--- config.mk ---
export PLATFORM = sky130hd
export DESIGN_NAME = axis_slave_fifo
export DESIGN_NICKNAME = d
export VERILOG_FILES = /design/src/rtl/axis_slave_fifo.sv
export SDC_FILE = /design/constraint.sdc
export NUM_CORES = 1
export LEC_CHECK = 0
export BUFFER_PORTS_ARGS = -buffer_cell sky130_fd_sc_hd__buf_2
export CAP_MARGIN = 10
export CORE_AREA = 2 2 250 190
export CTS_CLUSTER_SIZE = 25
export DETAILED_ROUTE_END_ITERATION = 6
export DIE_AREA = 0 0 252 192
export GPL_TIMING_DRIVEN = 0
export PLACE_DENSITY = 0.83
export SLEW_MARGIN = 10
export SYNTH_ARGS = -nofsm -noshare
export SYNTH_HDL_FRONTEND = slang
export SYNTH_SLANG_ARGS = --single-unit
--- constraint.sdc ---
create_clock -name aclk -period 9 [get_ports aclk]
set_clock_uncertainty 0.15 [all_clocks]
set_input_delay 0.45 -clock aclk [delete_from_list [all_inputs] [get_ports aclk]]
set_output_delay 0.45 -clock aclk [all_outputs]
set_load 0.005 [all_outputs]
--- src/rtl/axis_slave_fifo.sv ---
// AXI-Stream slave receiver: FWFT FIFO with sideband, plus packet/byte statistics.
// Optional store-and-forward mode is enabled by defining AXIS_PKT_MODE_EN.
module axis_slave_fifo #(
  parameter int unsigned n     = 4,
  parameter int unsigned DEPTH = 16,
  parameter int unsigned CNT_W = 16
) (
  input  logic                     aclk,
  input  logic                     areset,
  input  logic                     tvalid,
  output logic                     tready,
  input  logic [8*n-1:0]           tdata,
  input  logic [n-1:0]             tstrb,
  input  logic [n-1:0]             tkeep,
  input  logic                     tlast,
  input  logic                     TID,
  input  logic                     TDEST,
  input  logic                     TUSER,
  input  logic                     rd_en,
  output logic                     rd_valid,
  output logic [8*n-1:0]           rd_data,
  output logic [n-1:0]             rd_strb,
  output logic [n-1:0]             rd_keep,
  output logic                     rd_last,
  output logic [2:0]               rd_side,
  output logic [$clog2(DEPTH):0]   fifo_count,
  output logic [CNT_W-1:0]         pkt_count,
  output logic [CNT_W-1:0]         last_pkt_bytes
`ifdef AXIS_PKT_MODE_EN
  ,
  output logic                     err_oversize
`endif
);

  localparam int unsigned DW = 8 * n;
  localparam int unsigned AW = $clog2(DEPTH);
  localparam int unsigned CW = AW + 1;
  localparam int unsigned EW = DW + 2 * n + 4;

  logic [EW-1:0]    mem [DEPTH];
  logic [EW-1:0]    head_c;
  logic [AW-1:0]    wr_ptr;
  logic [AW-1:0]    rd_ptr;
  logic [CW-1:0]    count_nxt_c;
  logic [CNT_W-1:0] acc;
  logic [CNT_W-1:0] keep_bytes_c;
  logic [CNT_W:0]   acc_sum_c;
  logic [CNT_W-1:0] acc_sat_c;
  logic             accept_c;
  logic             store_c;
  logic             pop_c;
  logic             full_c;
  logic             empty_c;

  function automatic logic [CNT_W-1:0] popcnt(input logic [n-1:0] k);
    logic [CNT_W-1:0] s;
    s = '0;
    for (int unsigned i = 0; i < n; i++) s = s + CNT_W'(k[i]);
    return s;
  endfunction

  // Null beats are consumed but only kept when they carry the packet boundary.
  assign accept_c    = tvalid && tready;
  assign store_c     = accept_c && ((|tkeep) || tlast);
  assign pop_c       = rd_en && rd_valid;
  assign full_c      = (fifo_count == CW'(DEPTH));
  assign empty_c     = (fifo_count == '0);
  assign count_nxt_c = fifo_count + CW'(store_c) - CW'(pop_c);

  assign head_c   = mem[rd_ptr];
  assign rd_data  = head_c[EW-1 -: DW];
  assign rd_strb  = head_c[4+n +: n];
  assign rd_keep  = head_c[4 +: n];
  assign rd_last  = head_c[3];
  assign rd_side  = head_c[2:0];

  always_ff @(posedge aclk) begin
    if (store_c) mem[wr_ptr] <= {tdata, tstrb, tkeep, tlast, TID, TDEST, TUSER};
  end

  // Pointers, occupancy and the registered ready flag.
  always_ff @(posedge aclk) begin
    if (areset) begin
      wr_ptr     <= '0;
      rd_ptr     <= '0;
      fifo_count <= '0;
      tready     <= 1'b0;
    end else begin
      if (store_c) wr_ptr <= wr_ptr + AW'(1);
      if (pop_c)   rd_ptr <= rd_ptr + AW'(1);
      fifo_count <= count_nxt_c;
      tready     <= (count_nxt_c != CW'(DEPTH));
    end
  end

  assign keep_bytes_c = popcnt(tkeep);
  assign acc_sum_c    = {1'b0, acc} + {1'b0, keep_bytes_c};
  assign acc_sat_c    = acc_sum_c[CNT_W] ? '1 : acc_sum_c[CNT_W-1:0];

  // Byte accumulator saturates; packet counter wraps.
  always_ff @(posedge aclk) begin
    if (areset) begin
      acc            <= '0;
      pkt_count      <= '0;
      last_pkt_bytes <= '0;
    end else if (accept_c) begin
      if (tlast) begin
        last_pkt_bytes <= acc_sat_c;
        acc            <= '0;
        pkt_count      <= pkt_count + CNT_W'(1);
      end else begin
        acc <= acc_sat_c;
      end
    end
  end

`ifdef AXIS_PKT_MODE_EN
  typedef enum logic [1:0] {HOLD, SEND, FLUSH} state_t;

  state_t        state;
  state_t        state_nxt_c;
  logic [CW-1:0] pkts;
  logic [CW-1:0] pkts_nxt_c;
  logic          err_nxt_c;

  assign pkts_nxt_c = pkts + CW'(store_c && tlast) - CW'(pop_c && rd_last);
  assign rd_valid   = (state != HOLD) && !empty_c;

  always_ff @(posedge aclk) begin
    if (areset) begin
      state        <= HOLD;
      pkts         <= '0;
      err_oversize <= 1'b0;
    end else begin
      state        <= state_nxt_c;
      pkts         <= pkts_nxt_c;
      err_oversize <= err_nxt_c;
    end
  end

  // Release only complete packets; a packet that fills the FIFO is flushed through.
  always_comb begin
    state_nxt_c = state;
    err_nxt_c   = 1'b0;
    case (state)
      HOLD: begin
        if (pkts != '0) begin
          state_nxt_c = SEND;
        end else if (full_c) begin
          state_nxt_c = FLUSH;
          err_nxt_c   = 1'b1;
        end
      end
      SEND:    if (pop_c && rd_last && (pkts_nxt_c == '0)) state_nxt_c = HOLD;
      FLUSH:   if (pop_c && rd_last) state_nxt_c = HOLD;
      default: state_nxt_c = HOLD;
    endcase
  end
`else
  assign rd_valid = !empty_c;
`endif

endmodule

After elaboration in Yosys (flattened, before gate mapping) --
Memory sizes are Yosys's and may differ from the RTL's. A register that Yosys moved wholly into a read port is not among the register bits. Index checks and enable logic that the tools add are counted.
Word-level totals: bits in writable memories 704, output and inout port bits 83, flip-flop bits (word level) 62, logic and storage cells 32, memories 1
Memories:
- mem | words 16, bits a word 44, rd ports 1, clocked after Yosys merged registers in 1, write ports 1, line 40 | logic [EW-1:0] mem [DEPTH];
Cells by class: reductions and logical operators 8, equality and inequality tests 1, mux-type cells 6, add/sub/neg operators 9
Operator list (count):
- 16-bit two-way mux | 2
- 16-bit by 4-bit adder with 17-bit output | 1
- 16-bit by 1-bit adder with 16-bit output, second input constant | 1
- 4-bit by 1-bit adder with 4-bit output, second input constant | 2
- 4-bit two-way mux | 2
- 5-bit by 1-bit adder with 5-bit output | 1
- 5-bit zero test | 1
- 5-bit != test, second input constant | 1
- 5-bit by 1-bit subtractor with 5-bit output | 1
- 3-bit by 1-bit adder with 4-bit output | 1
- 4-bit OR reduction | 1
- 2-bit by 1-bit adder with 3-bit output | 1
- 1-bit logical AND | 3
- 1-bit by 1-bit adder with 2-bit output | 1
- 1-bit two-way mux | 2
- 2-bit AND reduction | 1
- 1-bit zero test | 1
- 1-bit logical OR | 1

Longest topological paths before layout --
word-level depth 6, gate-level depth with buffers 13, mapped depth without buffers 13

Worst setup path after synthesis --
OpenSTA, ideal clock, no wires.
kind input -> register, start input tkeep[0], end memory mem[3][0] (netlist bit), enable pin, slack 4.031 ns, library setup time 0.500 ns, arrival time 4.319 ns, stages on the path 6, cells stage by stage inv_1 ha_1 nor4b_1 nor2_1 nand2_1 nor3_1
On the way: cells in the longest elaborated chain, start to end 5
Ends and longest elaborated chain:
- start: declaration | line 14 | input logic [n-1:0] tkeep,
- 4-bit OR reduction | line 64 | assign store_c = accept_c && ((|tkeep) || tlast);
- 1-bit logical OR | line 64
- 1-bit logical AND | line 64
- 1-bit two-way mux | line 78 | if (store_c) mem[wr_ptr] <= {tdata, tstrb, tkeep, tlast, TID, TDEST, TUSER};
- 1-bit two-way mux (not written as such) | line 78
- end: declaration | line 40
Every way passes these cells.

==> summary.md <==
| Metric | Value |
|---|---|
| CTS sink cnt | `just under 800` |
| Post-DRT Antenna Nets | `0` |
| Worst-Skew Late Latency | `0.61 ns` |
| Power, Total | `8.74 mW` |
| Sequential share of power | `0.460` |
| Fin crit share | `0.488` |
| Worst-path clk slew | `about 0.07 ns` |
| Worst setup EP type | `output port` |
| Dominant register cell in the synthesized netlist | `edfxtp_1` |
| Worst-path maximum fanout | `10` |
| P&R area growth vs syn | `15.5%` |
| CP max stage delay | `0.83 ns` |
| Routed length on met3 | `7350 µm` |
| Seq/Total Area, Yosys | `0.760` |
| CP bufs+invs | `4` |
| TritonCTS Buffers | `70` |
| # hold bufs at CTS | `0` |
| Vias in the first global route | `15,800` |
| Crit path top cell by count | `clkbuf_1` |
| Largest net degree at the start of global routing | `22` |
| Post-synth EDFFs | `704` |
| Port Buffer Count | `130` |
| Clock root buffer | `clkbuf_16` |
| Area leader, netlist | `edfxtp_1` |
| Worst slew margin | `0.259` |
| Reg-to-reg startpoint | `tready$_SDFF_PP0_` |
| DRC violations left | `0` |
| Worst Tran Pin Value | `1.11 ns` |
| DIE HEIGHT | `192 µm` |
| Router iterations before antenna repair | `7` |
| CTS tree | `yes` |
| Highest Signal Layer | `met5` |
| Vias per Instance | `6.85` |
| Nets | `1,678` |
| Htree depth | `3` |
| Cell area after synthesis | `approximately 30,000 µm²` |
| Slew Limit Fails | `0` |
| Max Cap Violations | `0` |
| Mapped Avg Cell Area | `21.7 µm²` |
| Yosys top cell area share | `0.715` |
| Final setup fails | `0` |
| Comb pwr share | `0.197` |
| Leak | `10.9 nW` |
| Crit start category | `flop` |
| DP HPWL | `42,500 µm` |
| Cells after synthesis | `between 1,000 and 1,500` |
| Cell variety after synth | `47` |
| Pint | `approximately 6.5 mW` |
| Top-count cell post-synth | `edfxtp_1` |
| Crit path max-delay family | `buffers and inverters` |
| Clock power share | `0.343` |
| Yosys reg bits | `770` |
| WHS | `around 0.07 ns` |
| Wire per inst | `32.6 µm` |
| Peak supply drop | `between 200 and 250 µV` |
| Net count after synthesis | `1,428` |
| Reg2reg path depth | `7` |
| Synth warn | `0` |
| RD Place Congestion | `0.892` |
| Final hold violation count | `0` |
| Worst reg2reg setup slack | `5.40 ns` |
| Total GRT Usage | `0.317` |
| Status | `completed` |
| Req. time, crit path | `8.40 ns` |
| Core ar. | `approximately 46,000 µm²` |
| Share of layout cells above drive strength 1 | `0.328` |
| First-pass GRT wire length | `~110,000 µm` |
| CP arrival | `between 3 and 4 ns` |
| Minimum clock period after layout | `between 4 and 5 ns` |
| Iter 0 DRT Violations | `2,305` |
| HP Class | `in -> reg` |
| Hold Crit Depth | `1` |
| Grt total ovfl | `0` |
| Die ar. | `48,400 µm²` |
| Die Wd | `252 µm` |
| P_sw | `2.24 mW` |
| Setup TNS | `0 ns` |
| Vias | `15,600` |
| Core Util, Final | `0.745` |
| Sw Share | `0.256` |
| Routed wire length | `74,100 µm` |
| PwrDens | `256 nW/µm²` |
| Max Clk Rate | `0.227 GHz` |
| Max clock buf depth | `3` |
| Area contributors post-synth | `edfxtp_1, mux4_2, dfxtp_1, nor2_1, ha_1` |
| M1 WL | `26,300 µm` |
| I/O pin cnt | `131` |
| RR Endpoint | `mem[0][21]$_DFFE_PP_` |
| Most frequent cells after synthesis | `edfxtp_1, mux4_2, nor2_1, dfxtp_1, clkbuf_1` |
| Setup CP Type | `reg -> out` |
| Postcts setup bufs | `0` |
| Hold_sp | `tdata[4]` |
| # rows | `68` |
| Synth async-reset ratio | `0` |
| RSZ-0062 raised after global routing | `false` |
| Hold EP | `mem[5][16]$_DFFE_PP_` |
| Routed wl met2 | `37,400 µm` |
| Antenna violations before repair | `9` |
| Critical-path cell list | `clkbuf_1, clkbuf_1, clkbuf_1, mux4_2, mux4_2, buf_2` |
| Initial core utilization | `0.646` |
| Crit path max-delay cell type | `clkbuf_1` |
| CTS resizes | `0` |
## cell type report
type                       count  area (µm²)
antenna                        8        20.0
buffer                        73         322
inverter                      18        67.6
sequential                   770       22500
clock inverter                35         324
clock buffer                  93        1960
fill                        2384       11700
timing repair buffer         178        1410
tap                          595         744
multi-input combinational    501        6810
## cells by family after synthesis
kind of cell | synth area share
adder cells (fa/ha/maj) | 0.00864
AO/OA/AOI/OAI | 0.0129
AND/OR/NAND/NOR | 0.0275
flip-flops | 0.760
buffers and inverters | 0.0131
XOR/XNOR | 0.00948
multiplexers | 0.168
## stage by stage
step           cells  instance area, µm²  worst slack, ns
2_1_floorplan   1362               29600             4.03
3_3_place_gp    2087               30900           -0.209
3_5_place_dp    2135               31800             5.04
4_1_cts         2263               34100             4.68
5_1_grt         2268               34100             4.54
6_report        2271               34100             4.60
## cells in the final DEF (no fill, tap or decap), drive strengths merged, types with 4 or more instances in the layout
cell	instances
nor2	70
edfxtp	704
a311oi	10
and3	9
diode	8
clkbuf	137
inv	24
a21oi	16
o21ai	10
nand4	9
nor2b	7
nand3	12
buf	207
clkinv	19
xor2	15
a211oi	7
mux4	220
bufinv	5
nand2	28
nor4	5
ha	14
dfxtp	66
a31oi	6
xnor2	17
fa	4
clkinvlp	5
nor3	15
## how the worst max path moves through the flow
stage | to | depth (start not counted) | start | slack (ns)
after floorplan | mem[3][0]$_DFFE_PP_ | 6 | tkeep[0] | 4.03
after global placement | mem[2][28]$_DFFE_PP_ | 7 | tkeep[0] | -0.21
after detailed placement | mem[0][20]$_DFFE_PP_ | 10 | tkeep[1] | 5.04
after CTS | rd_side[1] | 6 | flop | 4.68
after global routing | rd_strb[1] | 6 | flop | 4.54
final | rd_data[22] | 6 | flop | 4.60
## power groups by stage
stage                     Sequential, mW  Combinational [mW]  Clock, mW
after floorplan                     4.09                1.11          0
after global placement              4.10                1.60          0
after detailed placement            4.09                1.68          0
after CTS                           4.02                1.73       3.01
after global routing                4.03                1.82       3.15
final                               4.02                1.72       2.99
## state kept, by name (all words and copies together), names as in the netlist, named ones only
name and cells:
wr_ptr 4, rd_ptr 4, last_pkt_bytes 16, pkt_count 16, acc 16, fifo_count 5, tready 1, mem 704
## worst register-to-register path: cells and delay by family, from the launching register on
kind          cells  cell delay (ns)
simple gates      4             2.07
flops             1             0.45
buf+inv           3             0.64
## metal layers
layer,vias up,global-route usage
li1,6178,-
met5,-,0
met3,222,0.0667
met1,8021,0.419
met2,1142,0.528
met4,4,0.128
Note: power is estimated with default switching activity, not from simulation.
